### config.mk
export PLATFORM = sky130hd
export DESIGN_NAME = seq_8bit_multiplier
export DESIGN_NICKNAME = d
export VERILOG_FILES = /design/src/rtl/seq_8bit_multiplier.sv
export SDC_FILE = /design/constraint.sdc
export NUM_CORES = 1
export LEC_CHECK = 0
export ABC_AREA = 1
export BUFFER_PORTS_ARGS = -buffer_cell sky130_fd_sc_hd__buf_2
export CORE_MARGIN = 2
export CORE_UTILIZATION = 56
export CTS_CLUSTER_DIAMETER = 50
export DETAILED_ROUTE_END_ITERATION = 8
export HOLD_SLACK_MARGIN = 0.05
export PLACE_DENSITY = 0.78
export SYNTH_ARGS = -nofsm -noshare
export SYNTH_HDL_FRONTEND = slang
export SYNTH_HIERARCHICAL = 1
export SYNTH_SLANG_ARGS = --single-unit
### constraint.sdc
create_clock -name clk -period 2.31 [get_ports clk]
set_input_delay 0.231 -clock clk [delete_from_list [all_inputs] [get_ports clk]]
set_output_delay 0.231 -clock clk [all_outputs]
set_load 0.1 [all_outputs]
### src/rtl/seq_8bit_multiplier.sv
// Sequential 8x8 unsigned shift-and-add multiplier around one simple_8bit_adder.
// Optional macro SEQ_MUL_ZERO_SKIP_EN: zero operands finish in one cycle.

module simple_8bit_adder (
   input  logic [7:0] a,
   input  logic [7:0] b,
   input  logic       c_in,
   output logic [7:0] s,
   output logic       c_out
);

   assign {c_out, s} = {1'b0, a} + {1'b0, b} + {8'b0, c_in};

endmodule

module seq_8bit_multiplier (
   input  logic        clk,
   input  logic        rst,
   input  logic        start,
   input  logic [7:0]  a,
   input  logic [7:0]  b,
   output logic        busy,
   output logic        done,
   output logic [15:0] p
);

   typedef enum logic [1:0] {IDLE, RUN, DONE} state_t;

   state_t      state;
   logic [7:0]  m;
   logic [7:0]  acc;
   logic [7:0]  q;
   logic [3:0]  cnt;
   logic [7:0]  sum;
   logic        carry;
   logic [7:0]  next_acc;
   logic [7:0]  next_q;

   simple_8bit_adder adder (
      .a     (acc),
      .b     (m),
      .c_in  (1'b0),
      .s     (sum),
      .c_out (carry)
   );

   // One shift-and-add step: add the multiplicand only when the current multiplier bit is set.
   always_comb begin
      next_acc = acc;
      next_q   = q;
      if (q[0])
         {next_acc, next_q} = {carry, sum, q[7:1]};
      else
         {next_acc, next_q} = {1'b0, acc, q[7:1]};
   end

   always_ff @(posedge clk or posedge rst) begin
      if (rst) begin
         state <= IDLE;
         busy  <= 1'b0;
         done  <= 1'b0;
         p     <= 16'h0000;
         m     <= 8'h00;
         acc   <= 8'h00;
         q     <= 8'h00;
         cnt   <= 4'd0;
      end else begin
         case (state)
            IDLE, DONE: begin
               done <= 1'b0;
               if (start) begin
                  m   <= a;
                  acc <= 8'h00;
                  q   <= b;
                  cnt <= 4'd0;
`ifdef SEQ_MUL_ZERO_SKIP_EN
                  if (a == 8'h00 || b == 8'h00) begin
                     state <= DONE;
                     busy  <= 1'b0;
                     done  <= 1'b1;
                     p     <= 16'h0000;
                  end else begin
                     state <= RUN;
                     busy  <= 1'b1;
                  end
`else
                  state <= RUN;
                  busy  <= 1'b1;
`endif
               end else begin
                  state <= IDLE;
               end
            end
            RUN: begin
               acc <= next_acc;
               q   <= next_q;
               cnt <= cnt + 4'd1;
               // The eighth step writes the product straight from the step result.
               if (cnt == 4'd7) begin
                  p     <= {next_acc, next_q};
                  state <= DONE;
                  busy  <= 1'b0;
                  done  <= 1'b1;
               end
            end
            default: begin
               state <= IDLE;
               busy  <= 1'b0;
               done  <= 1'b0;
            end
         endcase
      end
   end

endmodule

* Yosys cells after proc, flatten, opt, wreduce, memory -nomap -nowiden
Cells that the tools add are included.
** Word-level totals
- Bits in registers :: 48
- Input port bits :: 19
- Output and inout port bits :: 18
- Word-level logic and storage cells :: 38
** Operators by class
- Add/sub/neg operators :: 2
- Eq/ne operators :: 5
- Mux-type cells :: 16
- Reductions and logical operators :: 7
** Operator list (number)
- 8-bit 2-to-1 mux :: 4
- 8-bit one-hot mux with 2 select lines :: 2
- 8-bit by 8-bit adder with 9-bit output :: 1
- 4-bit one-hot mux with 2 select lines :: 1
- 2-bit AND reduction :: 4
- 1-bit 2-to-1 mux :: 5
- 4-bit by 1-bit adder with 4-bit output, second input constant :: 1
- 4-bit by 3-bit equality test with 1-bit output, second input constant :: 1
- 4-bit 2-to-1 mux :: 1
- 2-bit inequality test, second input constant :: 2
- 2-bit one-hot mux with 2 select lines :: 1
- 2-bit by 1-bit equality test with 1-bit output, second input constant :: 1
- 2-bit equality test, second input constant :: 1
- 2-bit logical NOT :: 1
- 2-bit 2-to-1 mux :: 1
- 1-bit one-hot mux with 2 select lines :: 1
- 2-bit nonzero test :: 1
- 2-bit OR reduction :: 1

* Longest topological paths before layout
Gate-level depths: netlist (run 1).
- Word-level depth :: 4
- Gate-level depth with buffers :: 12
- Mapped depth without buffers :: 12

* By module
The synthesis (run 1) kept the hierarchy.
** By module, submodules not included
- seq_8bit_multiplier :: times used 1, cells each 251, area an instance 2072.0 um^2
- simple_8bit_adder :: times used 1, cells each 59, area an instance 384.1 um^2

* Least setup slack after synthesis (run 1)
OpenSTA, ideal clock, no wires.
- Path kind :: reg-to-reg
- Start point :: reg acc[0]
- End point :: reg acc[5]
- Setup time :: 0.126 ns
- Arrival time :: 1.868 ns
- Slack :: 0.316 ns
- Cell stages (with the launch flop) :: 13
- Cells stage by stage :: dfrtp_1 > fa_1 > fa_1 > nand2_1 > nand2_1 > nand3b_4 > nand2_1 > nand2_1 > nand2_1 > nand2_1 > o21ai_0 > nand2_1 > o21ai_0
** On the way
- Cells in the longest elaborated chain, start to end :: 3
** Ends and longest elaborated chain
- start: declaration :: line 31 : logic [7:0] acc;
- start signal: assignment :: line 95 : acc <= next_acc;
- 8-bit by 8-bit adder with 9-bit output :: line 12 : assign {c_out, s} = {1'b0, a} + {1'b0, b} + {8'b0, c_in};
- net sum[6] :: line 34 : logic [7:0] sum;
- 8-bit 2-to-1 mux :: line 51 : if (q[0])
- 8-bit one-hot mux with 2 select lines :: line 68 : case (state)
The timed path passes the listed nets, and every way through them passes these cells.
A chain may end at the register's enable or synchronous reset.

* Worst setup path in the final report (run 1)
Same ends and word-level chain as after synthesis.

==> metrics, run 1 <==
crit path kind=reg -> reg; max incr delay on CP=0.42 ns; status=finished clean; mapped cell area=0.00246 mm2; worst hold path class=in -> reg; commonest non-fill, non-tap cell in the layout=nand2_1; H-tree depth=2; CTS Buf Count=5; Port Buf Inserts=36; Yosys top cell area share=0.479; DIE HEIGHT=approximately 70 um; Post-Route WL=5.14 mm; Post-Syn Area per Cell=7.92 um2; Post-DP Area=0.00266 mm2; io pins=37; Reg clk slew, reported paths=0.09 ns; WL/cell=12.9 um; synthesis-to-layout area growth=12.7%; synth top area cells=dfrtp_1, nand2_1, nand3_1; largest net degree at the start of global routing=38; sequential cell area fraction in the yosys report=0.479; slowest CP cell=fa_2; CP Max Fanout=2; critical-path cell list=fa_2, fa_1, nand2_1, nand2_1, nand3b_4, nand2_1, nand2_1, nand2_1, nand2_1, o21ai_0, nand2_1, o21ai_0; cell count after synthesis=310; Vias=around 2.0k; Synthesis Warnings=6; multi-input logic area=around 0.0011 mm2; core area=around 0.0043 mm2; worst clock skew=around 0.011 ns; CTS Buffer Depth=2; Worst EP required=between 2 and 3 ns; flops & latches, synth=47; Post-synth ARST share=1.00; RSZ-0062 raised after global routing=false; CP Data Arrival Time=2.30 ns; Synth cell types=28; layout cells sized above 1=0.190; Pins Over Slew Limit=0; Post-Route Setup TNS=0 ns; Critical Path Sink Type=flop; max-cap viol count=0; fin crit share=0.914; Most common cell on crit path=nand2_1; die width=70.2 um; Worst Path Buf+Inv=0; row count=24; Final Instance Area=0.00277 mm2; gr usage total=0.232; startpoint class of the critical path=flop; first-pass GRT wire length=about 9 mm; endpoints failing setup=0; antenna-violating nets left=0; Top FF cell, synth=dfrtp_1; Clock Sink Count=47; fillcell total=383; final hold viol count=0; DRC=0; Post-synth EDFFs=0; vias per cell=around 5; highest clock rate=~470 MHz; vias in the first global route=slightly below 2k; slew at the pin closest to its max-slew limit=0.722 ns; HPWL after DPL=around 3.7 mm; fin crit period=about 2.1 ns; initial cell density of the core=0.572; CTS tree=yes; gr ovfl total=0; Initial DRC Count=98; initial antenna violation count=0; number of diodes=0; worst skew pair latency=0.31 ns; Synth area leader=dfrtp_1; FF+latch area=0.00118 mm2; 1st-pass router iterations=4; Max-slew headroom=0.518; Final nets=376; die area=approximately 0.005 mm2; Mapped Nets=339; RePlAce Congestion=between 0.8 and 0.9; CP top delay family=adder cells; Root Driver=clkbuf_8; commonest non-fill, non-tap cells in the layout=nand2_1, dfrtp_1, buf_2
worst paths after layout:
path                            startpoint     end  slack, ns  cells after the start
worst max-delay path                acc[0]  acc[5]       0.20                     12
worst min-delay path                  a[6]    m[6]       0.11                      3
worst max register to register      acc[0]  acc[5]       0.20                     12
worst min register to register        p[3]    p[3]       0.48                      2
max in group asynchronous              rst    m[0]       1.21                      4
min in group asynchronous              rst    q[2]       0.51                      3
timing repair:
action                                  in CTS  in global routing
buffers inserted                             0                  0
endpoints found under the hold margin       25                  0
resized for setup                            0                  1
endpoints found under the setup margin       0                  2
hold buffers                                 1                  0
metal layers:
| metal | wire, um | up-vias | GRT usage |
|---|---|---|---|
| met5 | 0 | - | 0 |
| met4 | 58 | 0 | 0.0577 |
| met3 | 153 | 5 | 0.0519 |
| met2 | 2470 | 32 | 0.375 |
| met1 | 2460 | 924 | 0.319 |
| li1 | - | 1034 | - |
synthesized netlist by cell type, types with 2 or more instances:
cell type	count
nand2_1	142
dfrtp_1	47
inv_1	28
nand3_1	24
o21ai_0	15
ha_1	8
buf_2	6
nand2_2	6
a21oi_1	5
nor2_1	4
buf_6	2
fa_1	2
inv_2	2
nand3b_1	2
nor2_2	2
or2_4	2
xnor2_1	2
tightest hold or removal path, stage by stage:
cell,delay [ns]
buf_2,0.07
nand2_1,0.04
nand2_1,0.04
state kept, by name, indices dropped and copies added, names as in the netlist:
signal / cells
busy: 1
m: 8
q: 8
done: 1
state: 1
p: 16
acc: 8
cnt: 4
cells by family (layout without fill, tap and decap cells):
family	Yosys count	count (layout)	share of synthesized area
AOI/OAI and AO/OA	21	21	0.0433
buffers and inverters	40	78	0.0729
xor gates and xnor gates	3	3	0.0107
DFF	47	47	0.479
other	1	1	0.00153
adders and majority gates	10	10	0.0571
and+or+nand+nor	188	188	0.336
area by class of cell:
class,count,share of cell area
clock buffers,6,0.0298
clock inverters,2,0.00588
inverters,31,0.0429
multi-input cells,223,0.399
flip-flops and latches,47,0.425
well taps,52,0.0235
repair buffers,39,0.0741
per-stage QoR:
stage               setup WS [ns]  hold slack, ns  cells  utilization
finish                      0.198           0.114    400        0.645
global placement            0.200           0.309    391        0.619
floorplan                   0.316           0.341    310            -
CTS                         0.141           0.112    400        0.644
detailed placement          0.173           0.322    391        0.619
global route               0.0203           0.124    400        0.645
Power of run 1 is left out: the tool's default activity adds up to more than one toggle a clock period on the data nets, which glitch-free logic cannot reach.
==> run 2: changes to the inputs <==
--- a/config.mk
+++ b/config.mk
@@ -8,11 +8,12 @@
 export ABC_AREA = 1
 export BUFFER_PORTS_ARGS = -buffer_cell sky130_fd_sc_hd__buf_2
 export CORE_MARGIN = 2
-export CORE_UTILIZATION = 56
+export CORE_UTILIZATION = 59
+export CTS_BUF_LIST = sky130_fd_sc_hd__clkbuf_4
 export CTS_CLUSTER_DIAMETER = 50
 export DETAILED_ROUTE_END_ITERATION = 8
 export HOLD_SLACK_MARGIN = 0.05
-export PLACE_DENSITY = 0.78
+export PLACE_DENSITY = 0.81
 export SYNTH_ARGS = -nofsm -noshare
 export SYNTH_HDL_FRONTEND = slang
 export SYNTH_HIERARCHICAL = 1
==> metrics, run 2 (synthesis results as in run 1) <==
status=finished clean; synthesis-to-layout area growth=13.6%; Worst EP required=approximately 2.6 ns; max-cap viol count=0; fillcell total=around 340; number of diodes=0; slew at the pin closest to its max-slew limit=0.669 ns; worst clock skew=0.0111 ns; row count=23; Largest register FFs=16; startpoint class of the critical path=flop; largest net degree at the start of global routing=38; layout cells sized above 1=0.181; worst skew pair latency=0.37 ns; DIE HEIGHT=68.5 um; RePlAce Congestion=0.870; multi-input logic area=0.00111 mm2; Max-slew headroom=0.551; Clock Sink Count=47; 1st-pass router iterations=4; first-pass GRT wire length=8.13 mm; RSZ-0062 raised after global routing=false; crit path kind=reg -> reg; Largest Register=p; Initial DRC Count=154; fin crit share=0.910; Reg clk slew, reported paths=between 0.1 and 0.15 ns; Vias=2031; io pins=37; H-tree depth=2; CP Max Fanout=2; initial antenna violation count=0; gr ovfl total=0; initial cell density of the core=0.614; CTS Buf Count=5; die width=slightly below 70 um; worst hold path class=in -> reg; gr usage total=0.234; Final nets=382; vias per cell=5.03; die area=0.00469 mm2; antenna-violating nets left=0; DRC=0; Root Driver=clkbuf_4; endpoints failing setup=0; FF+latch area=0.00118 mm2; commonest non-fill, non-tap cells in the layout=nand2_1, dfrtp_1, buf_2; CP Data Arrival Time=2.36 ns; Post-Route Setup TNS=0 ns; Port Buf Inserts=36; commonest non-fill, non-tap cell in the layout=nand2_1; Critical Path Sink Type=flop; vias in the first global route=about 1.8k; highest clock rate=476 MHz; fin crit period=2.10 ns; Pins Over Slew Limit=0; Post-Route WL=4.90 mm; Post-CTS Setup Repair Bufs=0; WL/cell=12.1 um; CTS Buffer Depth=2; final hold viol count=0; HPWL after DPL=3.46 mm; CTS tree=yes; core area=roughly 0.004 mm2
run 2: through the flow:
stage           util  instance area [um2]  worst slack, ns  hold WS, ns  cells
3_3_place_gp   0.662                 2650            0.193        0.263    388
4_1_cts        0.696                 2780            0.102       0.0527    404
5_1_grt        0.697                 2790           0.0507       0.0684    404
6_report       0.697                 2790            0.209       0.0574    404
3_5_place_dp   0.662                 2650            0.126        0.277    388
2_1_floorplan      -                 2460            0.316        0.341    310
run 2: timing repair:
item,CTS,global route
endpoints found under the setup margin,0,2
resized for setup,0,2
endpoints found under the hold margin,25,0
hold buffers,8,0
run 2: final timing paths:
kind | startpoint | end | slack, ns | cells past startpoint
worst max-delay path | acc[0] | acc[5] | 0.21 | 12
worst min-delay path | a[4] | m[4] | 0.06 | 3
worst max register to register | acc[0] | acc[5] | 0.21 | 12
worst min register to register | p[5] | p[5] | 0.48 | 2
max in group asynchronous | rst | q[1] | 1.17 | 4
min in group asynchronous | rst | p[0] | 0.39 | 3
run 2: cell type report:
| cell class | instances | share of cell area |
|---|---|---|
| clock buffers | 5 | 0.0135 |
| clock inverters | 3 | 0.00718 |
| inverters | 31 | 0.0426 |
| multi-input cells | 223 | 0.397 |
| flip-flops and latches | 47 | 0.422 |
| well taps | 50 | 0.0224 |
| repair buffers | 45 | 0.0960 |
run 2: worst max-delay path: stages (launching register included):
cell and delay (ns):
dfrtp_1 0.43, fa_2 0.41, fa_2 0.37, nand2_1 0.08
nand2_1 0.11, nand3b_4 0.10, nand2_1 0.06, nand2_1 0.07
nand2_1 0.04, nand2_1 0.05, o21ai_0 0.11, nand2_1 0.09
o21ai_0 0.07
run 2: metal layers:
metal,vias up,global-route usage,share of wire
li1,1049,-,-
met1,926,0.311,0.47
met2,45,0.371,0.46
met3,11,0.0471,0.044
met4,0,0.100,0.023
met5,-,0,0
Power of run 2 is left out for the same reason.
==> run 3: changes to the inputs <==
==> constraint.sdc (replaced) <==
create_clock -name clk -period 2.31 [get_ports clk]
set_input_delay 0.1155 -clock clk [delete_from_list [all_inputs] [get_ports clk]]
set_output_delay 0.1155 -clock clk [all_outputs]
set_load 0.1 [all_outputs]
==> metrics, run 3 (synthesis results as in run 1) <==
status=finished clean; Root Driver=clkbuf_4; Max-slew headroom=0.538; slew at the pin closest to its max-slew limit=0.692 ns; FF+latch area=between 0.001 and 0.0015 mm2; vias per cell=5.00; RSZ-0062 raised after global routing=false; Post-Route Setup TNS=0 ns; final hold viol count=0; number of diodes=0; vias in the first global route=roughly 1.9k; CP endpoint=acc[5]; layout cells sized above 1=0.176; Largest register FFs=16; Largest Register=p; fin crit share=0.897; Pins Over Slew Limit=0; H-tree depth=2; Clock Sink Count=47; fillcell total=315; HPWL after DPL=between 3 and 4 mm; fin crit period=2.07 ns; initial cell density of the core=0.614; Worst EP required=about 2.6 ns; synthesis-to-layout area growth=17.2%; Initial DRC Count=188; RePlAce Congestion=approximately 0.86; worst clock skew=about 0.013 ns; die width=68.5 um; commonest non-fill, non-tap cells in the layout=nand2_1, dfrtp_1, buf_2; reg2reg end=acc[5]; commonest non-fill, non-tap cell in the layout=nand2_1; reg2reg start=acc[0]; Final Core Density=0.720; Port Buf Inserts=36; crit path kind=reg -> reg; DRC=0; startpoint class of the critical path=flop; R2R Setup Slk=between 0.2 and 0.25 ns; max-cap viol count=0; highest clock rate=approximately 480 MHz; worst reg2reg path depth=12; row count=23; CP Data Arrival Time=2.33 ns; Post-Route WL=5.21 mm; Vias=2064; Post-CTS Setup Repair Bufs=0; gr ovfl total=0; DIE HEIGHT=68.5 um; io pins=37; multi-input logic area=0.00111 mm2; CTS Buffer Depth=2; 1st-pass router iterations=4; Final nets=391; Reg clk slew, reported paths=0.13 ns; endpoints failing setup=0; worst skew pair latency=0.38 ns; die area=0.00469 mm2; critical path launch point=acc[0]; core area=0.00400 mm2; CP Max Fanout=2; Critical Path Sink Type=flop; worst hold path class=in -> reg; gr usage total=0.247; largest net degree at the start of global routing=48; initial antenna violation count=0; WL/cell=12.6 um; CTS Buf Count=5; antenna-violating nets left=0; first-pass GRT wire length=8.45 mm; CTS tree=yes
run 3: cell types whose count changed in the layout (fill, tap and decap cells not counted), sizes merged:
cell / previous run / this run
dlygate4sd3: 8 / 17
run 3: worst min-delay path by stage:
stage	endpoint	cells past startpoint	start
detailed placement	p[2]	3	rst
global route	m[0]	5	start
floorplan	m[0]	2	a[0]
CTS	m[1]	5	start
finish	m[1]	5	start
global placement	p[2]	3	rst
run 3: metrics by stage:
step / hold slack (ns) / setup WS [ns] / cell area [um2] / cells
floorplan: 0.225 / 0.316 / 2460 / 310
global placement: 0.291 / 0.192 / 2650 / 388
detailed placement: 0.305 / 0.140 / 2650 / 388
CTS: 0.184 / 0.117 / 2870 / 413
global route: 0.218 / 0.0121 / 2880 / 413
finish: 0.194 / 0.238 / 2880 / 413
run 3: per-layer routing:
layer  track usage  up-vias  routed length [um]
li1              -     1069                   -
met1         0.326      933                2420
met2         0.383       47                2450
met3        0.0698       15                 218
met4        0.0975        0                 117
met5             0        -                   0
run 3: repair_timing:
item	4_1_cts	5_1_grt
setup endpoints to repair	0	3
hold buffers	17	0
resized for setup	0	2
endpoints found under the hold margin	63	0
run 3: cell type report:
| class | count | share of cell area |
|---|---|---|
| Clock inverter | 3 | 0.00695 |
| Sequential cell | 47 | 0.409 |
| Multi-Input combinational cell | 223 | 0.384 |
| Timing Repair Buffer | 54 | 0.124 |
| Inverter | 31 | 0.0413 |
| Clock buffer | 5 | 0.0130 |
| Tap cell | 50 | 0.0217 |
run 3: worst max-delay path, cell delays in order (launching register included):
cell and delay (ns):
dfrtp_1 0.42, fa_2 0.42, fa_2 0.37, nand2_1 0.08, nand2_1 0.11, nand3b_4 0.10, nand2_1 0.06, nand2_1 0.06
nand2_1 0.04, nand2_1 0.05, o21ai_0 0.11, nand2_1 0.08, o21ai_0 0.07
Power of run 3 is left out for the same reason.
